<file path="src/rtl/arm7tdmi_mem_arbiter.sv">
// Fetch/data arbiter sharing one external bus port, with data lock and abort capture.
// Define ARB_TIMEOUT_EN to enable the bus-ready watchdog (TIMEOUT_CYCLES).
module arm7tdmi_mem_arbiter #(
   parameter int ADDR_W         = 32,
   parameter int DATA_W         = 32,
   parameter int TIMEOUT_CYCLES = 64
) (
   input  logic              clk,
   input  logic              rst,
   input  logic              if_req_i,
   input  logic [ADDR_W-1:0] if_addr_i,
   output logic [DATA_W-1:0] if_rdata_o,
   output logic              if_ready_o,
   output logic              if_abort_o,
   input  logic              dm_req_i,
   input  logic [ADDR_W-1:0] dm_addr_i,
   input  logic              dm_write_i,
   input  logic [1:0]        dm_size_i,
   input  logic [DATA_W-1:0] dm_wdata_i,
   input  logic [3:0]        dm_byte_en_i,
   input  logic              dm_lock_i,
   output logic [DATA_W-1:0] dm_rdata_o,
   output logic              dm_ready_o,
   output logic              dm_abort_o,
   output logic              bus_req_o,
   output logic [ADDR_W-1:0] bus_addr_o,
   output logic              bus_write_o,
   output logic [1:0]        bus_size_o,
   output logic [DATA_W-1:0] bus_wdata_o,
   output logic [3:0]        bus_byte_en_o,
   input  logic [DATA_W-1:0] bus_rdata_i,
   input  logic              bus_ready_i,
   input  logic              bus_abort_i,
   output logic              owner_o,
   output logic [ADDR_W-1:0] fault_addr_o,
   output logic              fault_src_o
);

   typedef enum logic [1:0] {IDLE, IF_XFER, DM_XFER, RESP} state_t;

   state_t            state_q;
   logic              lock_q;
   logic              owner_q;
   logic              bus_req_q;
   logic [ADDR_W-1:0] bus_addr_q;
   logic              bus_write_q;
   logic [1:0]        bus_size_q;
   logic [DATA_W-1:0] bus_wdata_q;
   logic [3:0]        bus_be_q;
   logic [DATA_W-1:0] if_rdata_q;
   logic [DATA_W-1:0] dm_rdata_q;
   logic              if_ready_q;
   logic              if_abort_q;
   logic              dm_ready_q;
   logic              dm_abort_q;
   logic [ADDR_W-1:0] fault_addr_q;
   logic              fault_src_q;

   logic grant_dm_d;
   logic done_d;
   logic abort_d;

`ifdef ARB_TIMEOUT_EN
   localparam int CNT_W = $clog2(TIMEOUT_CYCLES + 1);
   logic [CNT_W-1:0] tmo_q;
`endif

   always_comb begin
      // data wins when alone, when locked, or when fetch was granted last
      grant_dm_d = dm_req_i & (~if_req_i | lock_q | ~owner_q);
      done_d     = bus_ready_i | bus_abort_i;
      abort_d    = bus_abort_i;
`ifdef ARB_TIMEOUT_EN
      if (tmo_q == CNT_W'(TIMEOUT_CYCLES - 1)) begin
         done_d  = 1'b1;
         abort_d = 1'b1;
      end
`endif
   end

   always_ff @(posedge clk or posedge rst) begin
      if (rst) begin
         state_q      <= IDLE;
         lock_q       <= 1'b0;
         owner_q      <= 1'b0;
         bus_req_q    <= 1'b0;
         bus_addr_q   <= '0;
         bus_write_q  <= 1'b0;
         bus_size_q   <= 2'b00;
         bus_wdata_q  <= '0;
         bus_be_q     <= 4'h0;
         if_rdata_q   <= '0;
         dm_rdata_q   <= '0;
         if_ready_q   <= 1'b0;
         if_abort_q   <= 1'b0;
         dm_ready_q   <= 1'b0;
         dm_abort_q   <= 1'b0;
         fault_addr_q <= '0;
         fault_src_q  <= 1'b0;
`ifdef ARB_TIMEOUT_EN
         tmo_q        <= '0;
`endif
      end else begin
         if_ready_q <= 1'b0;
         if_abort_q <= 1'b0;
         dm_ready_q <= 1'b0;
         dm_abort_q <= 1'b0;
         unique case (state_q)
            IDLE: begin
               if (!dm_req_i) lock_q <= 1'b0;
`ifdef ARB_TIMEOUT_EN
               tmo_q <= '0;
`endif
               if (grant_dm_d) begin
                  state_q     <= DM_XFER;
                  owner_q     <= 1'b1;
                  bus_req_q   <= 1'b1;
                  bus_addr_q  <= dm_addr_i;
                  bus_write_q <= dm_write_i;
                  bus_size_q  <= dm_size_i;
                  bus_wdata_q <= dm_wdata_i;
                  bus_be_q    <= dm_byte_en_i;
               end else if (if_req_i) begin
                  state_q     <= IF_XFER;
                  owner_q     <= 1'b0;
                  bus_req_q   <= 1'b1;
                  bus_addr_q  <= if_addr_i;
                  bus_write_q <= 1'b0;
                  bus_size_q  <= 2'b10;
                  bus_wdata_q <= '0;
                  bus_be_q    <= 4'hF;
               end
            end
            IF_XFER, DM_XFER: begin
`ifdef ARB_TIMEOUT_EN
               tmo_q <= tmo_q + 1'b1;
`endif
               if (done_d) begin
                  state_q   <= RESP;
                  bus_req_q <= 1'b0;
                  lock_q    <= owner_q & dm_lock_i;
                  if (abort_d) begin
                     fault_addr_q <= bus_addr_q;
                     fault_src_q  <= owner_q;
                     dm_abort_q   <= owner_q;
                     if_abort_q   <= ~owner_q;
                  end else begin
                     dm_ready_q <= owner_q;
                     if_ready_q <= ~owner_q;
                     if (owner_q && !bus_write_q) dm_rdata_q <= bus_rdata_i;
                     if (!owner_q) if_rdata_q <= bus_rdata_i;
                  end
               end
            end
            RESP: state_q <= IDLE;
            default: state_q <= IDLE;
         endcase
      end
   end

   assign if_rdata_o    = if_rdata_q;
   assign if_ready_o    = if_ready_q;
   assign if_abort_o    = if_abort_q;
   assign dm_rdata_o    = dm_rdata_q;
   assign dm_ready_o    = dm_ready_q;
   assign dm_abort_o    = dm_abort_q;
   assign bus_req_o     = bus_req_q;
   assign bus_addr_o    = bus_addr_q;
   assign bus_write_o   = bus_write_q;
   assign bus_size_o    = bus_size_q;
   assign bus_wdata_o   = bus_wdata_q;
   assign bus_byte_en_o = bus_be_q;
   assign owner_o       = owner_q;
   assign fault_addr_o  = fault_addr_q;
   assign fault_src_o   = fault_src_q;

endmodule

</file>
<file path="config.mk">
export PLATFORM = sky130hd
export DESIGN_NAME = arm7tdmi_mem_arbiter
export DESIGN_NICKNAME = d
export VERILOG_FILES = /design/src/rtl/arm7tdmi_mem_arbiter.sv
export SDC_FILE = /design/constraint.sdc
export NUM_CORES = 1
export LEC_CHECK = 0
export ABC_AREA = 0
export CAP_MARGIN = 20
export CORE_MARGIN = 8
export CORE_UTILIZATION = 39
export DETAILED_ROUTE_END_ITERATION = 10
export PLACE_DENSITY_LB_ADDON = 0.3
export SETUP_SLACK_MARGIN = 0.5
export SYNTH_ARGS = -nofsm -noshare
export SYNTH_HDL_FRONTEND = slang
export SYNTH_SLANG_ARGS = --single-unit
export TNS_END_PERCENT = 5
</file>
<file path="constraint.sdc">
create_clock -name clk -period 6.9 [get_ports clk]
set_input_delay 1.035 -clock clk [delete_from_list [all_inputs] [get_ports clk]]
set_output_delay 1.035 -clock clk [all_outputs]
set_load 0.03 [all_outputs]
</file>
==> impl_metrics.tcl <==
set metrics [dict create \
    critPathKind "in2reg" \
    dp_cells 1031 \
    cts_tree "yes" \
    drv_slew 0 \
    timing.setup.tns_ns 0 \
    cts_root_buf "clkbuf_16" \
    synth-seq-cells 177 \
    syn_area_um2 7130 \
    routed_wl_um 22400 \
    antenna_found_initial 4 \
    synth_flop_cell "dfrtp_1" \
    hold_depth 1 \
    core_area_um2 18000 \
    gr-total-overflow 0 \
    synth_top_cell_by_area "dfrtp_1" \
    leakage_nw 4.63 \
    slew_headroom_pct 41.9 \
    routabilityCongestion 0.817 \
    fmax_mhz 329 \
    clk_pin_slew_worst_paths_ns 0.07 \
    setup_viol 0 \
    dr_wl_met3_um 2020 \
    vias_per_cell 5.21 \
    yosysMostFrequentCell "dfrtp_1" \
    seq_power_share_pct 31.0 \
    stdcell_count 1064 \
    syn-num-nets 663 \
    drt-initial-drc-count 226 \
    critPathTopFamily "simple AND/OR/NAND/NOR gates" \
    met1Wirelength_um 8600 \
    fin_crit_sh_pct 44.1 \
    path_cells "clkdlybuf4s50_1 -> nand3b_2 -> and2_1 -> buf_16 -> o211ai_1" \
    maxCapViolCount 0 \
    post_dp_cell_area_um2 10500 \
    comb_power_share_pct 54.3 \
    port_buffers 315 \
    start_util_pct 39.7 \
    top_layer "met5" \
    cts.path.max_buffers 2 \
    ios 316 \
    status "finished, final reports clean" \
    power_switching_mw 2.51 \
    grt_setup_unrepaired "false" \
    critical_path_buf_inv_count 2 \
    grt_pass1_wl_um 33500 \
    final_net_count 966 \
    pwr-share-clk_pct 14.7 \
    fin_area_um2 11000 \
    worstRegToRegCells 4 \
    hold-worst-slack_ns 0.477 \
    cts_max_level 4 \
    preCtsSetupSlack_ns 3.42 \
    finalClockSkew_ns 0.0122 \
    finalCriticalPeriod_ns 3.04 \
    synth_seq_area_share_pct 62.1 \
    syn_avg_cell_area_um2 13.7 \
    peakVddDrop_uv 346 \
    rows 49 \
    cts.sinks 177 \
    cp_slowest_cell "nand3b_2" \
    fillCellCount 1395 \
    p_sw_share_pct 41.9 \
    tightest_slew_ns 0.872 \
    synthTopCellsByArea "dfrtp_1 (62%), mux2_2 (11%), mux2_4 (6.3%), a22o_1 (4.2%), nand2_1 (3.6%)" \
    area_delta_synth_final_pct 54.8 \
    crit_arrival_ns 3.38 \
    cp-start-kind "input pin" \
    path_depth 5 \
    synth_edf_count 0 \
    grt_pass1_vias 5892 \
    wire_per_inst_um 21.0 \
    synth_cell_type_count 34 \
    cpPeakStageDelay_ns 0.65 \
    final_antenna_net_count 0 \
    synth_warnings 0 \
    worst_skew_pair.late_latency_ns 0.43 \
    dp_hpwl_um 16600 \
    vias 5547 \
    grt.total_usage_pct 19.1 \
    synth_top_area_share_pct 62.1 \
    cts_resized 0 \
    numCtsBuffers 17 \
    drcViolationCount 0 \
    worstPathRequired_ns 7.23 \
    cts_hold_buf 0 \
    fin_ws_ns 3.86 \
    cp-end-kind "flip-flop" \
    cts_setup_buffers 0 \
    p_per_area_nw_per_um2 543 \
    drive_gt1_share_pct 17.2 \
    wl_met2_um 11100 \
    die_h_um 151 \
    synthesis.instances 519 \
    dr.pass1.iters 4 \
    synth_common_cells "dfrtp_1 (177), mux2_2 (68), nand2_1 (68)" \
    grt_max_degree 100 \
    min_path_type "reg2reg" \
    die_area_um2 22900 \
    ys_async_sr_fraction_pct 100 \
    internal_power_mw 3.48 \
    cp_max_fo 37 \
    hold_viol 0 \
    die_w_um 151 \
]
==> worst paths after layout <==
kind                                         start                          to  slack (ns)
min                        fault_src_o$_DFFE_PP0P_     fault_src_o$_DFFE_PP0P_        0.48
max                                       if_req_i  bus_addr_o[13]$_DFFE_PP0P_        3.86
min reg2reg                fault_src_o$_DFFE_PP0P_     fault_src_o$_DFFE_PP0P_        0.48
max reg2reg                    owner_o$_DFFE_PP0P_  bus_addr_o[13]$_DFFE_PP0P_        4.50
min in group asynchronous                      rst   if_rdata_o[3]$_DFFE_PP0P_        1.17
max in group asynchronous                      rst  bus_addr_o[29]$_DFFE_PP0P_        4.56
==> power by group through the flow <==
stage / combinational [mW] / clock (mW) / sequential, mW
final: 3.25 / 0.881 / 1.85
after global routing: 3.42 / 0.949 / 1.92
after CTS: 3.30 / 0.906 / 1.86
after detailed placement: 3.29 / 0 / 1.87
after global placement: 3.20 / 0 / 1.85
after floorplan: 0.958 / 0 / 2.78
==> state kept, by name, summed over array words and instances (netlist names), 2 cells and up <==
| register | cells |
|---|---|
| state_q | 2 |
| bus_addr_o | 32 |
| bus_byte_en_o | 4 |
| bus_wdata_o | 32 |
| if_rdata_o | 32 |
| fault_addr_o | 32 |
| bus_size_o | 2 |
| dm_rdata_o | 32 |
==> placed cells by master (no fill, tap or decap), types with 2 or more instances in the layout <==
cell type | synthesis | layout
mux2_2 | 68 | 68
nor2_1 | 5 | 5
ha_1 | 2 | 2
diode_2 | 0 | 3
inv_1 | 3 | 2
o211ai_1 | 32 | 32
a22o_1 | 34 | 34
and3_1 | 3 | 3
nor3b_1 | 2 | 2
clkinvlp_4 | 0 | 3
inv_6 | 0 | 4
clkinv_4 | 0 | 2
nand4_1 | 32 | 32
buf_16 | 0 | 3
nand2_1 | 68 | 68
mux2_4 | 30 | 30
a31oi_1 | 2 | 2
clkbuf_16 | 0 | 17
o22a_1 | 5 | 5
clkdlybuf4s50_1 | 0 | 315
dfrtp_1 | 177 | 177
buf_4 | 3 | 8
==> through the flow <==
| step | util [%] | power (mW) |
|---|---|---|
| floorplan | - | 3.74 |
| global placement | 58.0 | 5.05 |
| finish | 61.5 | 5.99 |
| global route | 61.5 | 6.29 |
| CTS | 61.3 | 6.07 |
| detailed placement | 58.3 | 5.16 |
==> area by class of cell <==
cell class | instances | area, um^2 | area share, %
Clock buffer | 19 | 443 | 4.01
Clock inverter | 10 | 82.6 | 0.748
Multi-Input combinational cell | 297 | 2480 | 22.5
Sequential cell | 177 | 4430 | 40.1
Antenna cell | 3 | 7.51 | 0.0680
Tap cell | 229 | 287 | 2.60
Inverter | 3 | 16.3 | 0.147
Timing Repair Buffer | 326 | 3300 | 29.9
==> logic make-up (layout without fill, tap and decap cells) <==
group | after synthesis | count (layout) | synth area share, %
flip-flops | 177 | 177 | 62.1
AND/OR/NAND/NOR | 117 | 117 | 8.05
multiplexers | 99 | 99 | 17.2
AO/OA/AOI/OAI | 79 | 79 | 8.91
buffers and inverters | 45 | 358 | 3.39
adder cells (fa/ha/maj) | 2 | 2 | 0.351
other | 0 | 3 | 0
==> routing by layer <==
layer / GRT usage (%) / vias to the layer above
li1: - / 2484
met1: 22.5 / 2756
met2: 31.2 / 264
met3: 6.12 / 41
met4: 8.76 / 2
met5: 0 / -
Note: power is estimated with default switching activity, not from simulation.
